## config.mk

```make
export PLATFORM = sky130hd
export DESIGN_NAME = fpu_cvt_unit
export DESIGN_NICKNAME = d
export VERILOG_FILES = /design/src/rtl/fpu_cvt_unit.sv
export SDC_FILE = /design/constraint.sdc
export NUM_CORES = 1
export LEC_CHECK = 0
export CORE_ASPECT_RATIO = 0.5
export CORE_MARGIN = 2
export CORE_UTILIZATION = 55
export CTS_CLUSTER_SIZE = 16
export DETAILED_ROUTE_END_ITERATION = 10
export PLACE_DENSITY_LB_ADDON = 0.12
export SETUP_SLACK_MARGIN = 0.05
export SLEW_MARGIN = 30
export SYNTH_ARGS = -nofsm -noshare
export SYNTH_HDL_FRONTEND = slang
export SYNTH_SLANG_ARGS = --single-unit
```

## constraint.sdc

```tcl
create_clock -name clk -period 5.15 [get_ports clk]
set_input_delay 1.03 -clock clk [delete_from_list [all_inputs] [get_ports clk]]
set_output_delay 1.03 -clock clk [all_outputs]
set_load 0.01 [all_outputs]
```

## src/rtl/fpu_cvt_unit.sv

```systemverilog
// fpu_cvt_unit
// Multi-cycle integer <-> single-precision conversion unit for RV32F
// (FCVT.W.S, FCVT.WU.S, FCVT.S.W, FCVT.S.WU). A one-bit-per-cycle shifter
// aligns (float->int) or normalises (int->float) the operand, then a single
// cycle rounds and packs the result.
//
// Ports:
//   clk     rising-edge clock
//   rst     synchronous active-high reset
//   start   request, sampled only while busy=0 (IDLE or DONE)
//   cvt_op  00 W.S, 01 WU.S, 10 S.W, 11 S.WU
//   funct3  rounding mode: 001 = RTZ, anything else = RNE
//   rs1     source operand (float bits or integer)
//   result  converted value, held until the next accepted start
//   fflags  {NV,DZ,OF,UF,NX}; DZ/OF/UF are always 0
//   busy    high in SHIFT and ROUND
//   done    one-cycle pulse, result/fflags valid in that cycle
module fpu_cvt_unit (
  input  logic        clk,
  input  logic        rst,
  input  logic        start,
  input  logic [1:0]  cvt_op,
  input  logic [2:0]  funct3,
  input  logic [31:0] rs1,
  output logic [31:0] result,
  output logic [4:0]  fflags,
  output logic        busy,
  output logic        done
);

  typedef enum logic [1:0] {IDLE, SHIFT, ROUND, DONE} state_t;

  state_t      state;
  logic [1:0]  op_q;
  logic        rtz_q;
  logic        sgn_q;
  logic [31:0] acc;
  logic        grd;
  logic        stk;
  logic [5:0]  cnt;
  logic [5:0]  n_q;
  logic        spec_q;
  logic [31:0] spec_res_q;
  logic [4:0]  spec_fl_q;

  // Setup values derived from the live operand; only used on the accepting edge.
  logic [31:0] s_acc;
  logic [5:0]  s_n;
  logic        s_spec;
  logic [31:0] s_res;
  logic [4:0]  s_fl;

  // Rounding/packing results for the ROUND cycle.
  logic [31:0] r_res;
  logic [4:0]  r_fl;

  logic [7:0]  e;
  logic        f2i;
  logic        is_w;

  function automatic logic [5:0] lzc(input logic [31:0] v);
    lzc = 6'd32;
    for (int i = 0; i < 32; i++)
      if (v[i]) lzc = 6'(31 - i);
  endfunction

  assign e    = rs1[30:23];
  assign f2i  = ~cvt_op[1];
  assign is_w = ~cvt_op[0];

  // Operand setup and special-case detection. Specials start with n=0 so
  // they go straight to ROUND, where the forced result is packed.
  always_comb begin
    s_acc  = '0;
    s_n    = '0;
    s_spec = 1'b0;
    s_res  = '0;
    s_fl   = '0;
    if (f2i) begin
      s_acc = {1'b1, rs1[22:0], 8'b0};
      s_n   = 6'(8'd158 - e);
      if (e == 8'hFF && rs1[22:0] != '0) begin
        s_spec = 1'b1;
        s_res  = is_w ? 32'h7FFF_FFFF : 32'hFFFF_FFFF;
        s_fl   = 5'b10000;
      end else if (e == 8'hFF) begin
        s_spec = 1'b1;
        if (rs1[31]) s_res = is_w ? 32'h8000_0000 : 32'h0000_0000;
        else         s_res = is_w ? 32'h7FFF_FFFF : 32'hFFFF_FFFF;
        s_fl   = 5'b10000;
      end else if (is_w && e >= 8'd158) begin
        s_spec = 1'b1;
        if (rs1 == 32'hCF00_0000) begin
          s_res = 32'h8000_0000;
        end else begin
          s_res = rs1[31] ? 32'h8000_0000 : 32'h7FFF_FFFF;
          s_fl  = 5'b10000;
        end
      end else if (!is_w && e >= 8'd159) begin
        // Negative operands this large are far below zero: invalid too.
        s_spec = 1'b1;
        s_res  = rs1[31] ? 32'h0000_0000 : 32'hFFFF_FFFF;
        s_fl   = 5'b10000;
      end else if (e < 8'd126) begin
        s_spec = 1'b1;
        s_res  = '0;
        s_fl   = {4'b0, |rs1[30:0]};
      end
      if (s_spec) s_n = '0;
    end else begin
      // 0x80000000 negates to itself, which is the correct magnitude.
      s_acc = (is_w && rs1[31]) ? (32'd0 - rs1) : rs1;
      if (rs1 == '0) s_spec = 1'b1;
      else           s_n    = lzc(s_acc);
    end
  end

  logic        f_inc;
  logic [31:0] f_sum;
  logic        i_grd;
  logic        i_stk;
  logic        i_inc;
  logic [23:0] i_msum;
  logic [7:0]  i_exp;

  // Round and pack. Float->int rounds the aligned accumulator using the
  // shifted-out guard/sticky; int->float rounds the normalised magnitude.
  always_comb begin
    f_inc  = ~rtz_q & grd & (stk | acc[0]);
    f_sum  = acc + {31'b0, f_inc};
    i_grd  = acc[7];
    i_stk  = |acc[6:0];
    i_inc  = ~rtz_q & i_grd & (i_stk | acc[8]);
    i_msum = {1'b0, acc[30:8]} + {23'b0, i_inc};
    i_exp  = 8'd158 - {2'b0, n_q} + {7'b0, i_msum[23]};
    r_res  = '0;
    r_fl   = '0;
    if (spec_q) begin
      r_res = spec_res_q;
      r_fl  = spec_fl_q;
    end else if (!op_q[1]) begin
      if (!op_q[0]) begin
        r_res = sgn_q ? (32'd0 - f_sum) : f_sum;
        r_fl  = {4'b0, grd | stk};
      end else if (sgn_q) begin
        r_res = '0;
        if (f_sum != '0) r_fl = 5'b10000;
        else             r_fl = {4'b0, grd | stk};
      end else begin
        r_res = f_sum;
        r_fl  = {4'b0, grd | stk};
      end
    end else begin
      // On mantissa carry the 24-bit sum wraps its low 23 bits to zero.
      r_res = {sgn_q & ~op_q[0], i_exp, i_msum[22:0]};
      r_fl  = {4'b0, i_grd | i_stk};
    end
  end

  // Control FSM and datapath registers. A start is accepted in IDLE and in
  // DONE, which gives back-to-back operation without a bubble.
  always_ff @(posedge clk) begin
    if (rst) begin
      state      <= IDLE;
      result     <= '0;
      fflags     <= '0;
      op_q       <= '0;
      rtz_q      <= 1'b0;
      sgn_q      <= 1'b0;
      acc        <= '0;
      grd        <= 1'b0;
      stk        <= 1'b0;
      cnt        <= '0;
      n_q        <= '0;
      spec_q     <= 1'b0;
      spec_res_q <= '0;
      spec_fl_q  <= '0;
    end else begin
      case (state)
        IDLE, DONE: begin
          if (start) begin
            op_q       <= cvt_op;
            rtz_q      <= (funct3 == 3'b001);
            sgn_q      <= rs1[31];
            acc        <= s_acc;
            grd        <= 1'b0;
            stk        <= 1'b0;
            cnt        <= s_n;
            n_q        <= s_n;
            spec_q     <= s_spec;
            spec_res_q <= s_res;
            spec_fl_q  <= s_fl;
            state      <= (s_n == '0) ? ROUND : SHIFT;
          end else begin
            state <= IDLE;
          end
        end
        SHIFT: begin
          if (!op_q[1]) begin
            acc <= {1'b0, acc[31:1]};
            grd <= acc[0];
            stk <= stk | grd;
          end else begin
            acc <= {acc[30:0], 1'b0};
          end
          cnt <= cnt - 6'd1;
          if (cnt == 6'd1) state <= ROUND;
        end
        ROUND: begin
          result <= r_res;
          fflags <= r_fl;
          state  <= DONE;
        end
        default: state <= IDLE;
      endcase
    end
  end

  assign busy = (state == SHIFT) || (state == ROUND);
  assign done = (state == DONE);

endmodule

```

== After elaboration in Yosys (flattened, before gate mapping) ==
Cells that the tools add are included.
Widths: inputs -> output; s select.
Storage, ports and cells
  flip-flop bits (word level): 127
  output and inout bits: 39
Operators by class
  add/subtract/negate cells: 8
  order comparisons: 3
  equality and inequality tests: 10
  muxes and demuxes: 87
  bitwise logic cells: 12
  reductions and logical operators: 17
Operator list (count)
  $mux 32: 20
  $mux 6: 36
  $pmux 32 s2: 1
  $sub 1x32->32 const A: 2
  $mux 5: 11
  $add 32x1->32: 1
  $eq 32x32->1 const B: 1
  $logic_not 32->1: 1
  $reduce_bool 32->1: 1
  $reduce_or 31->1: 1
  $add 23x1->24: 1
  $reduce_bool 23->1: 1
  $ge 8x8->1 const B: 2
  $mux 1: 12
  $pmux 6 s2: 1
  $add 8x1->8: 1
  $eq 8x8->1 const B: 1
  $lt 8x7->1 const B: 1
  $sub 8x6->8 const A: 1
  $reduce_or 7->1: 1
  $eq 6x1->1 const B: 1
  $logic_not 6->1: 1
  $mux 2: 3
  $ne 2x2->1 const B: 3
  other kinds (17): 32

== Longest topological paths before layout ==
  depth after elaboration: 41
  gate-level depth with buffers: 17

== Least setup slack after synthesis ==
Ideal clock, no wire load.
  kind: input-to-reg
  start: input port rs1[1]
  end: register n_q[0]
  setup time: 0.132 ns
  arrival time: 3.832 ns
  path slack: 1.186 ns
  stages on the path: 12
  path through: clkbuf_1 -> inv_1 -> ha_1 -> nor3b_1 -> nand4_1 -> o31ai_1 -> xor2_1 -> o2111ai_1 -> o221a_1 -> or4b_1 -> a41oi_2 -> a21oi_1
On the way
  word-level cells in the longest chain between the ends: 35
  elaborated cells on any way between the ends: 41
Ends and longest elaborated chain
  start: declaration: RTL line 24  | input logic [31:0] rs1,
  $sub 1x32->32: RTL line 112  | s_acc = (is_w && rs1[31]) ? (32'd0 - rs1) : rs1;
  $mux 32: RTL line 112
  $mux 6 (31 in a row): RTL line 64  | if (v[i]) lzc = 6'(31 - i);
  $mux 6: RTL line 113  | if (rs1 == '0) s_spec = 1'b1;
  $mux 6 *: RTL line 79  | if (f2i) begin
  end signal: assignment: RTL line 189  | n_q <= s_n;
  end: declaration: RTL line 41  | logic [5:0] n_q;
Mark *: on every way between the ends. The rest lies on a longest branch, timed or not. The select of a mux whose other input is x is not followed.
A chain may end at the register's enable or synchronous reset.

== Worst setup path after layout ==
  start: input port rs1[1]
  end: register cnt[4]
On the way
  word-level cells in the longest chain between the ends: 37
  elaborated cells on any way between the ends: 43
Ends and longest elaborated chain
  $sub 1x32->32: RTL line 112
  $mux 32: RTL line 112
  $mux 6 (31 in a row): RTL line 64
  $mux 6: RTL line 113
  $mux 6 *: RTL line 79
  $mux 6 *: RTL line 181  | if (start) begin
  $pmux 6 s2 *: RTL line 179  | case (state)
  end signal: assignment: RTL line 188  | cnt <= s_n;
  end signal: assignment: RTL line 206  | cnt <= cnt - 6'd1;
  end: declaration: RTL line 40  | logic [5:0] cnt;
Marked as above.

==> out/results.txt <==
outcome - finished clean
top post-synthesis cells by area - dfxtp_1, xnor2_1, nor2_1
Hold WC Path Type - register to register
Post-Layout Cell Count - 1547
Crit path required time - 5.43 ns
CTS root buf - clkbuf_16
Top Ports - 79
commonest cells after routing, fill and taps aside - nor2_1, nand2_1, dfxtp_1
commonest non-fill, non-tap cell in the layout - nor2_1
Post-synth ARST share - 0%
initial antenna violation count - 0
CTS H-tree depth - 3
Synth area leader - dfxtp_1
Routed WL - 30300 um
synth warn - 0
Max clock buf depth - 2
worst reg2reg endpoint - result[27]
Pre-antenna DRT Iters - 5
gr usage total - 33.7%
Tmin final - 4.46 ns
Port Buffers - 75
Lkg Pwr - 3.48 nW
flop2flop setup slack - 0.80 ns
Max-cap violations - 0
Post-CTS Hold Buffers - 0
largest net degree at the start of global routing - 73
# setup viols final - 0
final worst-path cycle share - 86.7%
Mapped Area - 9330 um^2
worst vdd ir - 0.242 mV
clock sinks - 91
met2 wire length - 12700 um
met3 WL post-DR - 3020 um
Syn-to-layout area delta - 11.2%
WHS Path Cells - 2
vias per cell - 6.65
TNS Setup - 0 ns
Starting Density - 56.6%
Post-CTS Setup Inserts - 0
Final Core Density - 62.9%
FMAX - 224 MHz
FF+latch count, synth - 91
share of cells above drive strength 1 - 7.50%
Mean Syn Cell Area - 7.02 um^2
WS Path Type - input pin to register
post-synthesis cell count - 1328
row cnt - 33
Hold Path Origin - spec_res_q[31]
final hold vios - 0
Net count, final - 1373
total CTS buffers - 9
Finished Cell Area - 10400 um^2
CP Buf/Inv Count - 2
Worst Hold End - spec_res_q[31]
vias - 10300
Antenna Nets Post-Route - 0
Pwr Density - 441 nW/um^2
die width - 188 um
wl on met1 - 14000 um
area fraction of the dominant cell type after synthesis - 19.5%
Netlist cell types - 91
routability cong. - 1.01
die area - 18100 um^2
wire length per cell - 19.6 um
CP max stage delay - 0.59 ns
CP endpoint kind - register
Post-Place Cells - 1531
Arr. time, crit path - 4.74 ns
core area - 16500 um^2
CTS tree - done
antenna cells - 0
grt total ovfl - 0
vias in the first global route - 9130
RSZ-0062 raised after global routing - false
slowest CP cell - nor4_2
Final Skew - 0.00672 ns
Top Layer Used - met4
Post-synth EDFFs - 0
DR iter-0 viols - 1231
Worst-path clk slew - 0.07 ns
dpl hpwl - 22200 um
Relative slew margins - 34.5%
crit-path cells - clkdlybuf4s50_1 -> inv_1 -> ha_1 -> nor3b_1 -> nand4_1 -> nor4_2 -> mux2i_1 -> o22ai_1 -> nand3_1 -> or3_1 -> a211o_1 -> a21oi_1
post_cts resized - 0
Pwr Total - 4.57 mW
Seq/Total Area, Yosys - 19.5%
clock latency on the worst-skew pair - 0.35 ns
startpoint types - input pin
Synth Flop Type - dfxtp_1
Critical Path Fanout Max - 10
Final Max Slew Viols - 0
DIE HEIGHT - 96.1 um
slew at the pin closest to its max-slew limit - 0.983 ns
worst reg-to-reg path cell count - 13
Worst R2R Start - acc[0]
DRC violations left - 0
first-pass GRT wire length - 48900 um
crit-path leading delay family - simple AND/OR/NAND/NOR gates
Placed Area - 10100 um^2
==> synthesized netlist by cell type, types with 5 or more instances <==
cell	count
xor2_1	47
o211ai_1	24
buf_2	10
o21a_1	6
o31ai_1	18
o21ai_1	14
or3_1	14
a221oi_1	22
a21boi_0	5
and2_1	5
and3_1	15
nor4_1	23
nor3_1	54
nand2b_1	9
mux2i_1	18
ha_1	18
buf_1	10
or2_2	6
or4_1	11
clkbuf_1	107
and4_1	8
inv_1	32
o21ai_0	62
o41ai_1	5
nand4_1	22
dfxtp_1	91
nand3_1	58
mux2_2	21
nor2b_1	5
a41oi_1	5
nor2_1	142
a21oi_1	85
a211oi_1	39
nand2_1	114
xnor2_1	67
o22ai_1	5
a31oi_1	20
a21o_1	9
nor3b_1	8
==> sequential cells by signal, summed over array words and instances, names as in the netlist <==
register,flops
state,2
rtz_q,1
spec_q,1
spec_res_q,2
op_q,2
stk,1
cnt,6
result,32
grd,1
acc,32
sgn_q,1
spec_fl_q,2
fflags,2
n_q,6
==> how the worst max path moves through the flow <==
stage / slack [ns] / start / endpoint / depth (start not counted)
finish: 0.69 / rs1[1] / cnt[4] / 12
global route: 0.46 / rs1[17] / state[1] / 10
CTS: 0.77 / rs1[1] / cnt[4] / 12
detailed placement: 0.43 / rs1[1] / cnt[4] / 12
global placement: 0.50 / rs1[15] / n_q[0] / 10
floorplan: 1.19 / rs1[1] / n_q[0] / 12
==> layout make-up <==
type / count / area, um^2
Timing Repair Buffer: 106 / 986
Tap cell: 227 / 284
Clock buffer: 10 / 229
Fill cell: 1507 / 6110
Sequential cell: 91 / 1820
Clock inverter: 6 / 48.8
Multi-Input combinational cell: 1075 / 6880
Inverter: 32 / 120
==> logic make-up after synthesis <==
family / Yosys count / share of synthesized area, %
and+or+nand+nor: 520 / 28.3
AOI/OAI and AO/OA: 381 / 27.6
buffers and inverters: 164 / 6.95
xor gates and xnor gates: 114 / 10.7
DFF: 91 / 19.5
muxes: 39 / 4.47
adders and majority gates: 18 / 2.42
other: 1 / 0.0402
==> tightest hold or removal path, cell delays in order, from the launching register on <==
cell     delay (ns)
dfxtp_1        0.31
nand2_1        0.05
a21oi_1        0.06
==> through the flow <==
stage,worst slack [ns],hold slack [ns]
6_report,0.687,0.466
5_1_grt,0.457,0.482
4_1_cts,0.772,0.465
3_5_place_dp,0.434,0.452
3_3_place_gp,0.498,0.436
2_1_floorplan,1.19,0.433
==> metal layers <==
layer  track usage [%]  up-vias
met2              51.8      549
li1                  -     4865
met1              48.7     4825
met3              5.80       50
met5                 0        -
met4              8.86        0
==> report_power, final <==
part	internal, mW	switching [mW]
Combinational	1.05	1.48
Sequential	0.953	0.451
Clock	0.333	0.304
Total	2.34	2.23
Note: power is estimated with default switching activity, not from simulation.
